`src/rtl/lcd_ctrl_pkg.sv`:
```
// Shared definitions for the HD44780 parking-display driver: state enum,
// LCD command bytes, ASCII glyphs and the digit-to-character helper.
package lcd_pkg;

  typedef enum logic [1:0] {
    IDLE    = 2'd0,
    INIT    = 2'd1,
    REFRESH = 2'd2
  } lcd_state_t;

  localparam logic [7:0] CMD_FUNC_8B2L = 8'h38;
  localparam logic [7:0] CMD_DISP_ON   = 8'h0C;
  localparam logic [7:0] CMD_ENTRY_INC = 8'h06;
  localparam logic [7:0] CMD_CLEAR     = 8'h01;

  localparam logic [7:0] ASC_SPACE = 8'h20;
  localparam logic [7:0] ASC_ZERO  = 8'h30;
  localparam logic [7:0] ASC_COLON = 8'h3A;
  localparam logic [7:0] ASC_A     = 8'h41;
  localparam logic [7:0] ASC_C     = 8'h43;
  localparam logic [7:0] ASC_E     = 8'h45;
  localparam logic [7:0] ASC_I     = 8'h49;
  localparam logic [7:0] ASC_M     = 8'h4D;
  localparam logic [7:0] ASC_R     = 8'h52;
  localparam logic [7:0] ASC_T     = 8'h54;

  localparam int INIT_CMDS = 4;
  localparam int FRAME_LEN = 17;

  // A zero tens digit may be shown as a blank instead of '0'.
  function automatic logic [7:0] digit_char(input logic [3:0] d, input logic blank_zero);
    if (blank_zero && (d == 4'd0)) return ASC_SPACE;
    return ASC_ZERO + {4'd0, d};
  endfunction

endpackage

```
`src/rtl/lcd_ctrl_if.sv`:
```
// Write-only HD44780 parallel bus between the controller and the panel.
interface lcd_ctrl_if;
  // The panel latches {RS, data_bus} on the falling edge of EN; RS and
  // data_bus are stable for the whole EN-high window. RW is always 0.
  logic       RW;
  logic       EN;
  logic       RS;
  logic [7:0] data_bus;

  modport master (output RW, EN, RS, data_bus);
  modport slave  (input  RW, EN, RS, data_bus);
endinterface

```
`src/rtl/lcd_bin2dec.sv`:
```
// Combinational 6-bit binary to two BCD digits by range comparison.
module lcd_bin2dec (
  input  logic [5:0] i_bin,
  output logic [3:0] o_tens,
  output logic [3:0] o_ones
);

  logic [5:0] w_rem;

  always_comb begin
    o_tens = 4'd0;
    w_rem  = i_bin;
    if      (i_bin >= 6'd60) begin o_tens = 4'd6; w_rem = i_bin - 6'd60; end
    else if (i_bin >= 6'd50) begin o_tens = 4'd5; w_rem = i_bin - 6'd50; end
    else if (i_bin >= 6'd40) begin o_tens = 4'd4; w_rem = i_bin - 6'd40; end
    else if (i_bin >= 6'd30) begin o_tens = 4'd3; w_rem = i_bin - 6'd30; end
    else if (i_bin >= 6'd20) begin o_tens = 4'd2; w_rem = i_bin - 6'd20; end
    else if (i_bin >= 6'd10) begin o_tens = 4'd1; w_rem = i_bin - 6'd10; end
    o_ones = w_rem[3:0];
  end

endmodule

```
`src/rtl/lcd_ctrl.sv`:
```
// HD44780 16x2 driver: init sequence then endless "CAR: NN" / "TIME: NN" refresh.
// Optional LCD_LEADING_BLANK_EN shows a zero tens digit as a blank.
module lcd_ctrl
  import lcd_pkg::*;
#(
  parameter int         CLR_WAIT   = 2,   // must be >= 1
  parameter logic [7:0] LINE1_ADDR = 8'h80,
  parameter logic [7:0] LINE2_ADDR = 8'hC0
) (
  input  logic        clk,
  input  logic        rst,
  input  logic        scan_clk,
  input  logic        power,
  input  logic [3:0]  car,
  input  logic [5:0]  time_cnt,
  lcd_ctrl_if.master  lcd,
  output lcd_state_t  o_dbg_state
);

`ifdef LCD_LEADING_BLANK_EN
  localparam logic LEAD_BLANK = 1'b1;
`else
  localparam logic LEAD_BLANK = 1'b0;
`endif

  localparam logic [4:0] WAIT_LAST = 5'(INIT_CMDS + CLR_WAIT - 1);
  localparam logic [4:0] FRAME_END = 5'(FRAME_LEN - 1);

  lcd_state_t r_state, w_state_nxt;
  logic [4:0] r_idx, w_idx_nxt;
  logic       r_phase, w_phase_nxt;   // 0: next tick is SETUP, 1: next tick is STROBE
  logic       r_en, w_en_nxt;
  logic       r_rs, w_rs_nxt;
  logic [7:0] r_data, w_data_nxt;
  logic [2:0] r_sync;
  logic [3:0] r_car;
  logic [5:0] r_time;
  logic       w_tick;
  logic       w_snap;
  logic [3:0] w_c_tens, w_c_ones, w_t_tens, w_t_ones;
  logic [8:0] w_frame_byte;
  logic [7:0] w_init_byte;

  // Two synchroniser flops, then a third for rising-edge detection.
  always_ff @(posedge clk or negedge rst) begin
    if (!rst) r_sync <= 3'b000;
    else      r_sync <= {r_sync[1:0], scan_clk};
  end
  assign w_tick = r_sync[1] & ~r_sync[2];

  lcd_bin2dec u_car_dec  (.i_bin({2'b00, r_car}), .o_tens(w_c_tens), .o_ones(w_c_ones));
  lcd_bin2dec u_time_dec (.i_bin(r_time),         .o_tens(w_t_tens), .o_ones(w_t_ones));

  always_comb begin
    w_init_byte = CMD_FUNC_8B2L;
    case (r_idx[1:0])
      2'd0:    w_init_byte = CMD_FUNC_8B2L;
      2'd1:    w_init_byte = CMD_DISP_ON;
      2'd2:    w_init_byte = CMD_ENTRY_INC;
      default: w_init_byte = CMD_CLEAR;
    endcase
  end

  always_comb begin
    w_frame_byte = 9'h000;
    case (r_idx)
      5'd0:    w_frame_byte = {1'b0, LINE1_ADDR};
      5'd1:    w_frame_byte = {1'b1, ASC_C};
      5'd2:    w_frame_byte = {1'b1, ASC_A};
      5'd3:    w_frame_byte = {1'b1, ASC_R};
      5'd4:    w_frame_byte = {1'b1, ASC_COLON};
      5'd5:    w_frame_byte = {1'b1, ASC_SPACE};
      5'd6:    w_frame_byte = {1'b1, digit_char(w_c_tens, LEAD_BLANK)};
      5'd7:    w_frame_byte = {1'b1, digit_char(w_c_ones, 1'b0)};
      5'd8:    w_frame_byte = {1'b0, LINE2_ADDR};
      5'd9:    w_frame_byte = {1'b1, ASC_T};
      5'd10:   w_frame_byte = {1'b1, ASC_I};
      5'd11:   w_frame_byte = {1'b1, ASC_M};
      5'd12:   w_frame_byte = {1'b1, ASC_E};
      5'd13:   w_frame_byte = {1'b1, ASC_COLON};
      5'd14:   w_frame_byte = {1'b1, ASC_SPACE};
      5'd15:   w_frame_byte = {1'b1, digit_char(w_t_tens, LEAD_BLANK)};
      5'd16:   w_frame_byte = {1'b1, digit_char(w_t_ones, 1'b0)};
      default: w_frame_byte = 9'h000;
    endcase
  end

  // State register together with the sequencing and bus registers.
  always_ff @(posedge clk or negedge rst) begin
    if (!rst) begin
      r_state <= IDLE;
      r_idx   <= 5'd0;
      r_phase <= 1'b0;
      r_en    <= 1'b0;
      r_rs    <= 1'b0;
      r_data  <= 8'h00;
    end else begin
      r_state <= w_state_nxt;
      r_idx   <= w_idx_nxt;
      r_phase <= w_phase_nxt;
      r_en    <= w_en_nxt;
      r_rs    <= w_rs_nxt;
      r_data  <= w_data_nxt;
    end
  end

  // Inputs are frozen at the LINE1_ADDR setup so both lines of a frame agree.
  assign w_snap = power && w_tick && (r_state == REFRESH) && !r_phase && (r_idx == 5'd0);

  always_ff @(posedge clk or negedge rst) begin
    if (!rst) begin
      r_car  <= 4'd0;
      r_time <= 6'd0;
    end else if (w_snap) begin
      r_car  <= car;
      r_time <= time_cnt;
    end
  end

  always_comb begin
    w_state_nxt = r_state;
    w_idx_nxt   = r_idx;
    w_phase_nxt = r_phase;
    if (!power) begin
      w_state_nxt = IDLE;
      w_idx_nxt   = 5'd0;
      w_phase_nxt = 1'b0;
    end else if (w_tick) begin
      case (r_state)
        IDLE: begin
          w_state_nxt = INIT;
          w_idx_nxt   = 5'd0;
          w_phase_nxt = 1'b0;
        end
        INIT: begin
          if (r_idx < 5'(INIT_CMDS)) begin
            w_phase_nxt = ~r_phase;
            if (r_phase) w_idx_nxt = r_idx + 5'd1;
          end else if (r_idx == WAIT_LAST) begin
            w_state_nxt = REFRESH;
            w_idx_nxt   = 5'd0;
          end else begin
            w_idx_nxt = r_idx + 5'd1;
          end
        end
        REFRESH: begin
          w_phase_nxt = ~r_phase;
          if (r_phase) w_idx_nxt = (r_idx == FRAME_END) ? 5'd0 : r_idx + 5'd1;
        end
        default: begin
          w_state_nxt = IDLE;
          w_idx_nxt   = 5'd0;
          w_phase_nxt = 1'b0;
        end
      endcase
    end
  end

  always_comb begin
    w_en_nxt   = r_en;
    w_rs_nxt   = r_rs;
    w_data_nxt = r_data;
    if (!power) begin
      w_en_nxt = 1'b0;
    end else if (w_tick) begin
      case (r_state)
        INIT: begin
          if ((r_idx < 5'(INIT_CMDS)) && !r_phase) begin
            w_en_nxt   = 1'b0;
            w_rs_nxt   = 1'b0;
            w_data_nxt = w_init_byte;
          end else if (r_idx < 5'(INIT_CMDS)) begin
            w_en_nxt = 1'b1;
          end else begin
            w_en_nxt = 1'b0;
          end
        end
        REFRESH: begin
          if (!r_phase) begin
            w_en_nxt   = 1'b0;
            w_rs_nxt   = w_frame_byte[8];
            w_data_nxt = w_frame_byte[7:0];
          end else begin
            w_en_nxt = 1'b1;
          end
        end
        default: w_en_nxt = 1'b0;
      endcase
    end
  end

  assign lcd.RW       = 1'b0;
  assign lcd.EN       = r_en;
  assign lcd.RS       = r_rs;
  assign lcd.data_bus = r_data;
  assign o_dbg_state  = r_state;

endmodule

```
`src/flat_wrapper.sv`:
```
// flat-port wrapper written by rule: the top's interface ports become plain ports
module lcd_ctrl_flat import lcd_pkg::*;
#(
  parameter int         CLR_WAIT   = 2,                  
  parameter logic [7:0] LINE1_ADDR = 8'h80,
  parameter logic [7:0] LINE2_ADDR = 8'hC0
)
  (clk, rst, scan_clk, power, car, time_cnt, o_dbg_state, lcd_RW, lcd_EN, lcd_RS, lcd_data_bus);
  lcd_ctrl_if lcd_i ();
  input  logic clk;
  input  logic rst;
  input  logic scan_clk;
  input  logic power;
  input  logic [3:0] car;
  input  logic [5:0] time_cnt;
  output lcd_state_t o_dbg_state;
  output wire logic [$bits(lcd_i.RW)-1:0] lcd_RW;
  output wire logic [$bits(lcd_i.EN)-1:0] lcd_EN;
  output wire logic [$bits(lcd_i.RS)-1:0] lcd_RS;
  output wire logic [$bits(lcd_i.data_bus)-1:0] lcd_data_bus;
  assign lcd_RW = lcd_i.RW;
  assign lcd_EN = lcd_i.EN;
  assign lcd_RS = lcd_i.RS;
  assign lcd_data_bus = lcd_i.data_bus;
  lcd_ctrl #(.CLR_WAIT(CLR_WAIT), .LINE1_ADDR(LINE1_ADDR), .LINE2_ADDR(LINE2_ADDR)) u_core (.clk(clk), .rst(rst), .scan_clk(scan_clk), .power(power), .car(car), .time_cnt(time_cnt), .lcd(lcd_i), .o_dbg_state(o_dbg_state));
endmodule
```
`config.mk`:
```
export PLATFORM = sky130hd
export DESIGN_NAME = lcd_ctrl_flat
export DESIGN_NICKNAME = d
export VERILOG_FILES = /design/src/rtl/lcd_ctrl_pkg.sv /design/src/rtl/lcd_ctrl_if.sv /design/src/rtl/lcd_bin2dec.sv /design/src/rtl/lcd_ctrl.sv /design/src/flat_wrapper.sv
export SDC_FILE = /design/constraint.sdc
export NUM_CORES = 1
export LEC_CHECK = 0
export ABC_AREA = 0
export BUFFER_PORTS_ARGS = -buffer_cell sky130_fd_sc_hd__buf_4
export CAP_MARGIN = 20
export CELL_PAD_IN_SITES_DETAIL_PLACEMENT = 1
export CELL_PAD_IN_SITES_GLOBAL_PLACEMENT = 2
export CORE_MARGIN = 2
export CORE_UTILIZATION = 36
export CTS_BUF_LIST = sky130_fd_sc_hd__clkbuf_16
export CTS_CLUSTER_SIZE = 14
export DETAILED_ROUTE_END_ITERATION = 10
export PLACE_DENSITY = 0.89
export SYNTH_ARGS = -nofsm -noshare
export SYNTH_HDL_FRONTEND = slang
export SYNTH_SLANG_ARGS = --single-unit
export TNS_END_PERCENT = 5
```
`constraint.sdc`:
```
create_clock -name clk -period 2.7 [get_ports clk]
set_clock_uncertainty 0.1 [all_clocks]
set_input_delay 0 -clock clk [delete_from_list [all_inputs] [get_ports clk]]
set_output_delay 0 -clock clk [all_outputs]
set_load 0.02 [all_outputs]
```
==> summary.txt, run 1 <==
Clock network
  – CTS tree: yes
  – Root Buffer: clkbuf_16
  – CTS resizes: 0
  – Max clock buf depth: 2
  – CTS buffer count: 5
  – Clk sink count: 31
  – Clk slew on worst S/H paths: 0.05 ns
  – H-Tree Depth: 2
  – Clock Latency Late Sink: roughly 0.28 ns

Layout
  – Cell area after layout: 3010 µm²
  – P&R area growth vs syn: 22.0%
  – Ant diodes: 0
  – Final layout net count: 351
  – Layout cells sized above 1: 0.227

Yosys
  – Synth Net Count: 310
  – Post-synthesis async set-or-reset flop share: 1.00
  – Mux contribution to synthesized area: 0.0472
  – Share of the synthesized area in the top cell type: 0.315
  – Top post-synthesis cells by area: dfrtp_1 (31%), ha_1 (10%), nand2_1 (4.6%)
  – Synth Area in Adders: 0.102
  – Synth Flop Type: dfrtp_1
  – Unique masters post-synth: 63
  – Synth Area in XOR/XNOR: 0.00711
  – Compound-Gate Fraction of Synth Area: 0.248
  – Mapped cell area: 2460 µm²
  – Post-synth EDFFs: 0
  – Simple-gate share of the synthesized area: 0.220
  – Number of synthesized register bits: 31
  – Syn Inst Count: 276
  – Sequential fraction of the synthesis area: 0.315
  – Area leader, netlist: dfrtp_1
  – Per-instance average area after synthesis: 8.93 µm²
  – Largest family of logic cells by synthesized area: compound AO/OA/AOI/OAI gates
  – Synth warn: 0

Route
  – # DRC: 0
  – Initial drt markers: 104
  – Via density: 5.38
  – 1st-pass router iterations: 4
  – Post-route antenna net violation count: 0
  – DR vias: 2,134
  – DR WL/cell: 16.6 µm
  – Total wire length: 6590 µm

Placement
  – GP Congestion: 0.832
  – Area post-placement: 2740 µm²
  – IO Port Bufs: 25
  – DP Wirelength: 4840 µm

Setup path
  – CP Capture Type: flip-flop
  – Critical Path RT: ~2.8 ns
  – Crit start category: flip-flop
  – Crit Path Class: reg2reg
  – CP max FO: 16
  – Arrival time worst endpoint: between 2 and 3 ns

Timing
  – Setup_tns: 0 ns
  – Final Critical Period: between 2 and 2.5 ns
  – Worst-margin pin slew: 0.601 ns
  – RSZ-0062 raised after global routing: no
  – Tcrit/Tclk final: 0.911
  – Final Hold Viols: 0
  – Fin. max-slew vios: 0
  – Achievable Freq: approximately 400 MHz
  – Final setup vio count: 0
  – Relative slew slack: 0.589

GRT
  – Largest net degree at the start of global routing: 32
  – Vias in the first global route: 2,221
  – GR Util All Layers: 0.191
  – First-pass GRT wire length: 11,200 µm
  – Grt ovf: 0
  – Initial antenna violation count: 0

Floorplan
  – Number of top-level pins: 27
  – Rows: 30
  – Die Ht: 86.7 µm
  – Core area: 6720 µm²
  – Die width: 86.7 µm
  – Die Area: 7520 µm²
  – Initial Utilization: 0.367

Worst hold path
  – Hold crit path type: in2async

Power
  – Maximum vdd drop: 0.000354 V
  – Power Dens Cells: around 550 nW/µm²
  – P_leak: 1.29 nW

Job
  – MaxCap Viol Count: 0

Outcome
  – Outcome: complete, no violations
[area by class of cell]
class	instances	area, µm²
timing repair buffer	50	408
fill	786	3710
clock inverter	2	8.76
tap	80	100
inverter	13	48.8
clock buffer	5	125
multi-input combinational	216	1540
sequential	31	776
[registers in the layout, indices dropped and copies added (netlist names)]
name and flops:
u_core.r_car 4, u_core.lcd.data_bus 8, u_core.o_dbg_state 2, u_core.lcd.RS 1
u_core.r_phase 1, u_core.r_sync 3, u_core.r_time 6, u_core.lcd.EN 1
u_core.r_idx 5
[metal layers]
layer / share of wire / global-route usage / wire (µm)
met1: 0.47 / 0.257 / 3120
met2: 0.47 / 0.313 / 3080
met3: 0.045 / 0.0333 / 294
met4: 0.014 / 0.0582 / 94
met5: 0 / 0 / 0
[timing repair]
item / CTS / global route
endpoints found under the setup margin: 0 / 0
setup buffers: 0 / 0
hold endpoints to repair: 46 / 0
hold buffers: 13 / 0
[power by group]
group	switching, mW	internal [mW]	total (mW)	leakage [nW]
clock network	0.196	0.331	0.526	0.0671
logic	0.285	0.242	0.527	0.824
registers	0.0795	0.529	0.608	0.395
[critical path, cell delays in order (launching register included)]
cell	delay, ns
dfrtp_1	0.43
inv_1	0.13
ha_1	0.35
nor3b_2	0.26
nand2_1	0.14
nor4_4	0.30
buf_4	0.30
mux2_4	0.32
[placed cells by master (no fill, tap or decap), types with 2 or more instances in the layout]
cell type      synthesis  final
mux2_4                 5      5
a31oi_1                3      3
a211oi_1               3      3
nand2b_1               2      2
clkbuf_16              0      5
or3_1                  3      3
o21ai_1                7      7
dfrtp_1               31     31
nor3_1                 6      6
nand3_1                7      7
nand2_1               30     30
buf_4                  1     37
o211ai_1               4      4
o31ai_1                5      5
dlygate4sd3_1          0     13
o21a_1                 2      2
nor2_1                16     16
mux2i_1                3      3
ha_1                  20     20
o22a_1                 2      2
o22ai_1                3      3
inv_1                 13     13
a211oi_2               2      2
o21ai_2                4      4
nor3b_2                3      3
a22o_1                 2      2
nand3b_1               4      4
o21ai_0               19     19
and3_1                 3      3
nand2_2                4      4
a21oi_1               11     11
nor2b_1               12     12
nor3b_1                2      2
[metrics by stage]
stage               setup WS (ns)   util  total power, mW  hold slack [ns]  cells
floorplan                   0.327      -            0.940           -0.396    276
global placement            0.307  0.408             1.11           -0.134    377
detailed placement          0.229  0.408             1.13           -0.128    377
CTS                         0.228  0.447             1.68            0.118    397
global route               0.0781  0.447             1.77            0.146    397
finish                      0.241  0.447             1.66            0.102    397
[cell families (layout without fill, tap and decap cells)]
logic type	Yosys count	in the layout
simple gates	98	98
compound gates	86	86
flops	31	31
xor+xnor	2	2
other cells	1	1
buf+inv	29	70
mux	9	9
fa+ha+maj	20	20
[cell usage after synthesis, drive strengths merged (5+ instances only)]
cell    number
nand2       34
nor2        16
ha          20
a211oi       5
mux2         6
clkbuf       7
buf          9
o21ai       30
nand3        7
inv         13
o31ai        5
nor3b        5
nor3         7
nor2b       13
a21oi       12
dfrtp       31
[final timing paths]
check	cells after the start	slack, ns	start	endpoint
max	7	0.24	u_core.r_idx[0]	u_core.r_car[3]
min	2	0.10	rst	u_core.r_car[1]
max reg2reg	7	0.24	u_core.r_idx[0]	u_core.r_car[3]
min reg2reg	0	0.25	u_core.r_sync[0]	u_core.r_sync[1]
max in group asynchronous	2	2.10	rst	u_core.lcd.data_bus[5]
min in group clk	0	0.25	u_core.r_sync[0]	u_core.r_sync[1]
(Power assumes the default switching activity.)
==> run 2, diff against run 1 <==
==> constraint.sdc (replaced) <==
create_clock -name clk -period 2.7 [get_ports clk]
set_clock_uncertainty 0.1 [all_clocks]
set_input_delay 0.135 -clock clk [delete_from_list [all_inputs] [get_ports clk]]
set_output_delay 0.135 -clock clk [all_outputs]
set_load 0.02 [all_outputs]
==> summary.txt, run 2 (synthesized netlist as in run 1, its figures left out) <==
Floorplan
  – Core area: 6720 µm² (unchanged)
  – Number of top-level pins: 27 (unchanged)
  – Rows: 30 (unchanged)
  – Initial Utilization: 0.367 (unchanged)
  – Die width: 86.7 µm (unchanged)
  – Die Ht: 86.7 µm (unchanged)
  – Die Area: 7520 µm² (unchanged)

Route
  – Total wire length: 6580 µm (-0.11%)
  – DR WL/cell: 16.6 µm (+0.15%)
  – Initial drt markers: 132 (+27%)
  – DR vias: 2,132 (-0.094%)
  – Post-route antenna net violation count: 0 (unchanged)
  – Via density: 5.38 (+0.16%)
  – # DRC: 0 (unchanged)
  – 1st-pass router iterations: 4 (unchanged)

Setup path
  – Crit start category: flip-flop
  – CP Cell Sequence: inv_1 -> ha_1 -> nor3b_2 -> nand2_1 -> nor4_4 -> buf_4 -> mux2_4
  – Worst R2R Start: u_core.r_idx[0]
  – Slowest CP cell: dfrtp_1
  – Crit path from: u_core.r_idx[0]
  – Worst r2r dst: u_core.r_car[3]
  – Arrival time worst endpoint: 2.52 ns (about the same)
  – Crit path depth: 7 (unchanged)
  – Top cell family by delay on the critical path: simple AND/OR/NAND/NOR gates
  – Worst path max stage delay: 0.43 ns (about the same)
  – CP max FO: 16 (unchanged)
  – Buffers and inverters on the worst path: 2 (unchanged)
  – CP Capture Type: flip-flop
  – Crit Path Class: reg2reg
  – R2r setup slk: 0.24 ns (about the same)
  – Critical Path RT: 2.76 ns (about the same)
  – Worst Reg-to-Reg Cells: 7 (unchanged)

Layout
  – Layout cells sized above 1: 0.228 (+0.000719)
  – Multi-input logic area: 1540 µm² (unchanged)
  – Final layout net count: 350 (-0.28%)
  – P&R area growth vs syn: 21.6%
  – Max reg flops: 8 (unchanged)
  – Ant diodes: 0 (unchanged)
  – Non-Filler Instances: 396 (-0.25%)
  – Register area: 776 µm² (unchanged)
  – Leading cell type in the layout, fill and taps excluded: buf_4
  – Filler Cells Inserted: 786 (unchanged)
  – Commonest cells after routing, fill and taps aside: buf_4 (37), dfrtp_1 (31), nand2_1 (30), ha_1 (20), o21ai_0 (19)

Timing
  – Achievable Freq: 406 MHz (about the same)
  – Final worst setup slack: 0.239 ns (-0.00196 ns)
  – Tcrit/Tclk final: 0.912 (about the same)
  – Final setup vio count: 0 (unchanged)
  – Worst-margin pin slew: 0.605 ns (+0.00455 ns)
  – Final Critical Period: 2.46 ns (+0.00196 ns)
  – RSZ-0062 raised after global routing: no
  – Setup_tns: 0 ns (unchanged)
  – Final Hold Viols: 0 (unchanged)
  – Relative slew slack: 0.586 (-0.00311)
  – Fin. max-slew vios: 0 (unchanged)

Clock network
  – CTS resizes: 0 (unchanged)
  – CTS buffer count: 5 (unchanged)
  – CTS tree: yes
  – H-Tree Depth: 2 (unchanged)
  – Clock Latency Late Sink: 0.28 ns (about the same)
  – Clk sink count: 31 (unchanged)
  – Root Buffer: clkbuf_16
  – Max clock buf depth: 2 (unchanged)
  – Clk slew on worst S/H paths: 0.05 ns (about the same)

Power
  – Maximum vdd drop: 0.000354 V (about the same)
  – Pint: 1.10 mW (about the same)
  – Reg power frac: 0.366 (about the same)
  – Switching Fraction: 0.338 (+0.000709)
  – Clock power share: 0.317 (about the same)
  – Power Dens Cells: 555 nW/µm² (+0.36%)
  – Net Sw Power: 0.562 mW (+0.24%)
  – Comb power frac: 0.317 (about the same)
  – P_leak: 1.28 nW (-0.33%)

Placement
  – Pre-CTS WS: 0.229 ns (unchanged)
  – DP Wirelength: 4840 µm (unchanged)
  – Placed Instances: 377 (unchanged)
  – IO Port Bufs: 25 (unchanged)
  – GP Congestion: 0.832 (unchanged)

GRT
  – First-pass GRT wire length: 11,200 µm (-0.25%)
  – Largest net degree at the start of global routing: 32 (unchanged)
  – Vias in the first global route: 2,213 (-0.36%)
  – Grt ovf: 0 (unchanged)
  – Initial antenna violation count: 0 (unchanged)
  – GR Util All Layers: 0.190 (-0.000399)

Job
  – MaxCap Viol Count: 0 (unchanged)

Worst hold path
  – Min-Delay Path Depth: 2
  – Min-delay src: power
  – Hold path endpoint: u_core.r_phase
  – Hold crit path type: in2reg

Outcome
  – Outcome: complete, no violations
## run 2: cell types whose count changed in the layout (fill, tap and decap cells not counted)
| cell | previous run | this run |
|---|---|---|
| dlygate4sd3_1 | 13 | 12 |
## run 2: layout make-up
cell class / instances / share of cell area
multi-input cells: 216 / 0.514
flip-flops and latches: 31 / 0.259
repair buffers: 49 / 0.133
clock buffers: 5 / 0.0418
well taps: 80 / 0.0334
inverters: 13 / 0.0163
clock inverters: 2 / 0.00292
## run 2: per-stage QoR
stage | util | power [mW] | instance area, µm² | hold slack [ns]
3_5_place_dp | 0.408 | 1.13 | 2740 | 0.00716
6_report | 0.446 | 1.66 | 3000 | 0.0404
2_1_floorplan | - | 0.940 | 2460 | -0.261
4_1_cts | 0.446 | 1.68 | 3000 | 0.0429
3_3_place_gp | 0.408 | 1.11 | 2740 | 0.00126
5_1_grt | 0.446 | 1.77 | 3000 | 0.0657
## run 2: power groups by stage
stage / Combinational (mW) / Clock, mW / Sequential, mW
final: 0.527 / 0.527 / 0.609
after global placement: 0.499 / 0 / 0.614
after detailed placement: 0.512 / 0 / 0.617
after CTS: 0.529 / 0.543 / 0.609
after global routing: 0.582 / 0.564 / 0.620
after floorplan: 0.315 / 0 / 0.625
## run 2: metal layers
layer / vias up / part of all wire / global-route usage
li1: 1074 / - / -
met1: 1014 / 0.48 / 0.257
met2: 36 / 0.47 / 0.311
met3: 8 / 0.041 / 0.0333
met4: 0 / 0.014 / 0.0582
met5: - / 0 / 0
## run 2: worst max path at each step
stage                                         to  slack, ns
after global routing      u_core.lcd.data_bus[1]       0.08
after detailed placement        u_core.r_time[4]       0.23
final                            u_core.r_car[3]       0.24
after floorplan           u_core.lcd.data_bus[2]       0.33
after global placement    u_core.lcd.data_bus[1]       0.31
after CTS                       u_core.r_time[4]       0.23
## run 2: repair_timing
action	in CTS	in global routing
hold buffers	12	0
buffers inserted	0	0
endpoints found under the setup margin	0	0
hold endpoints to repair	42	0
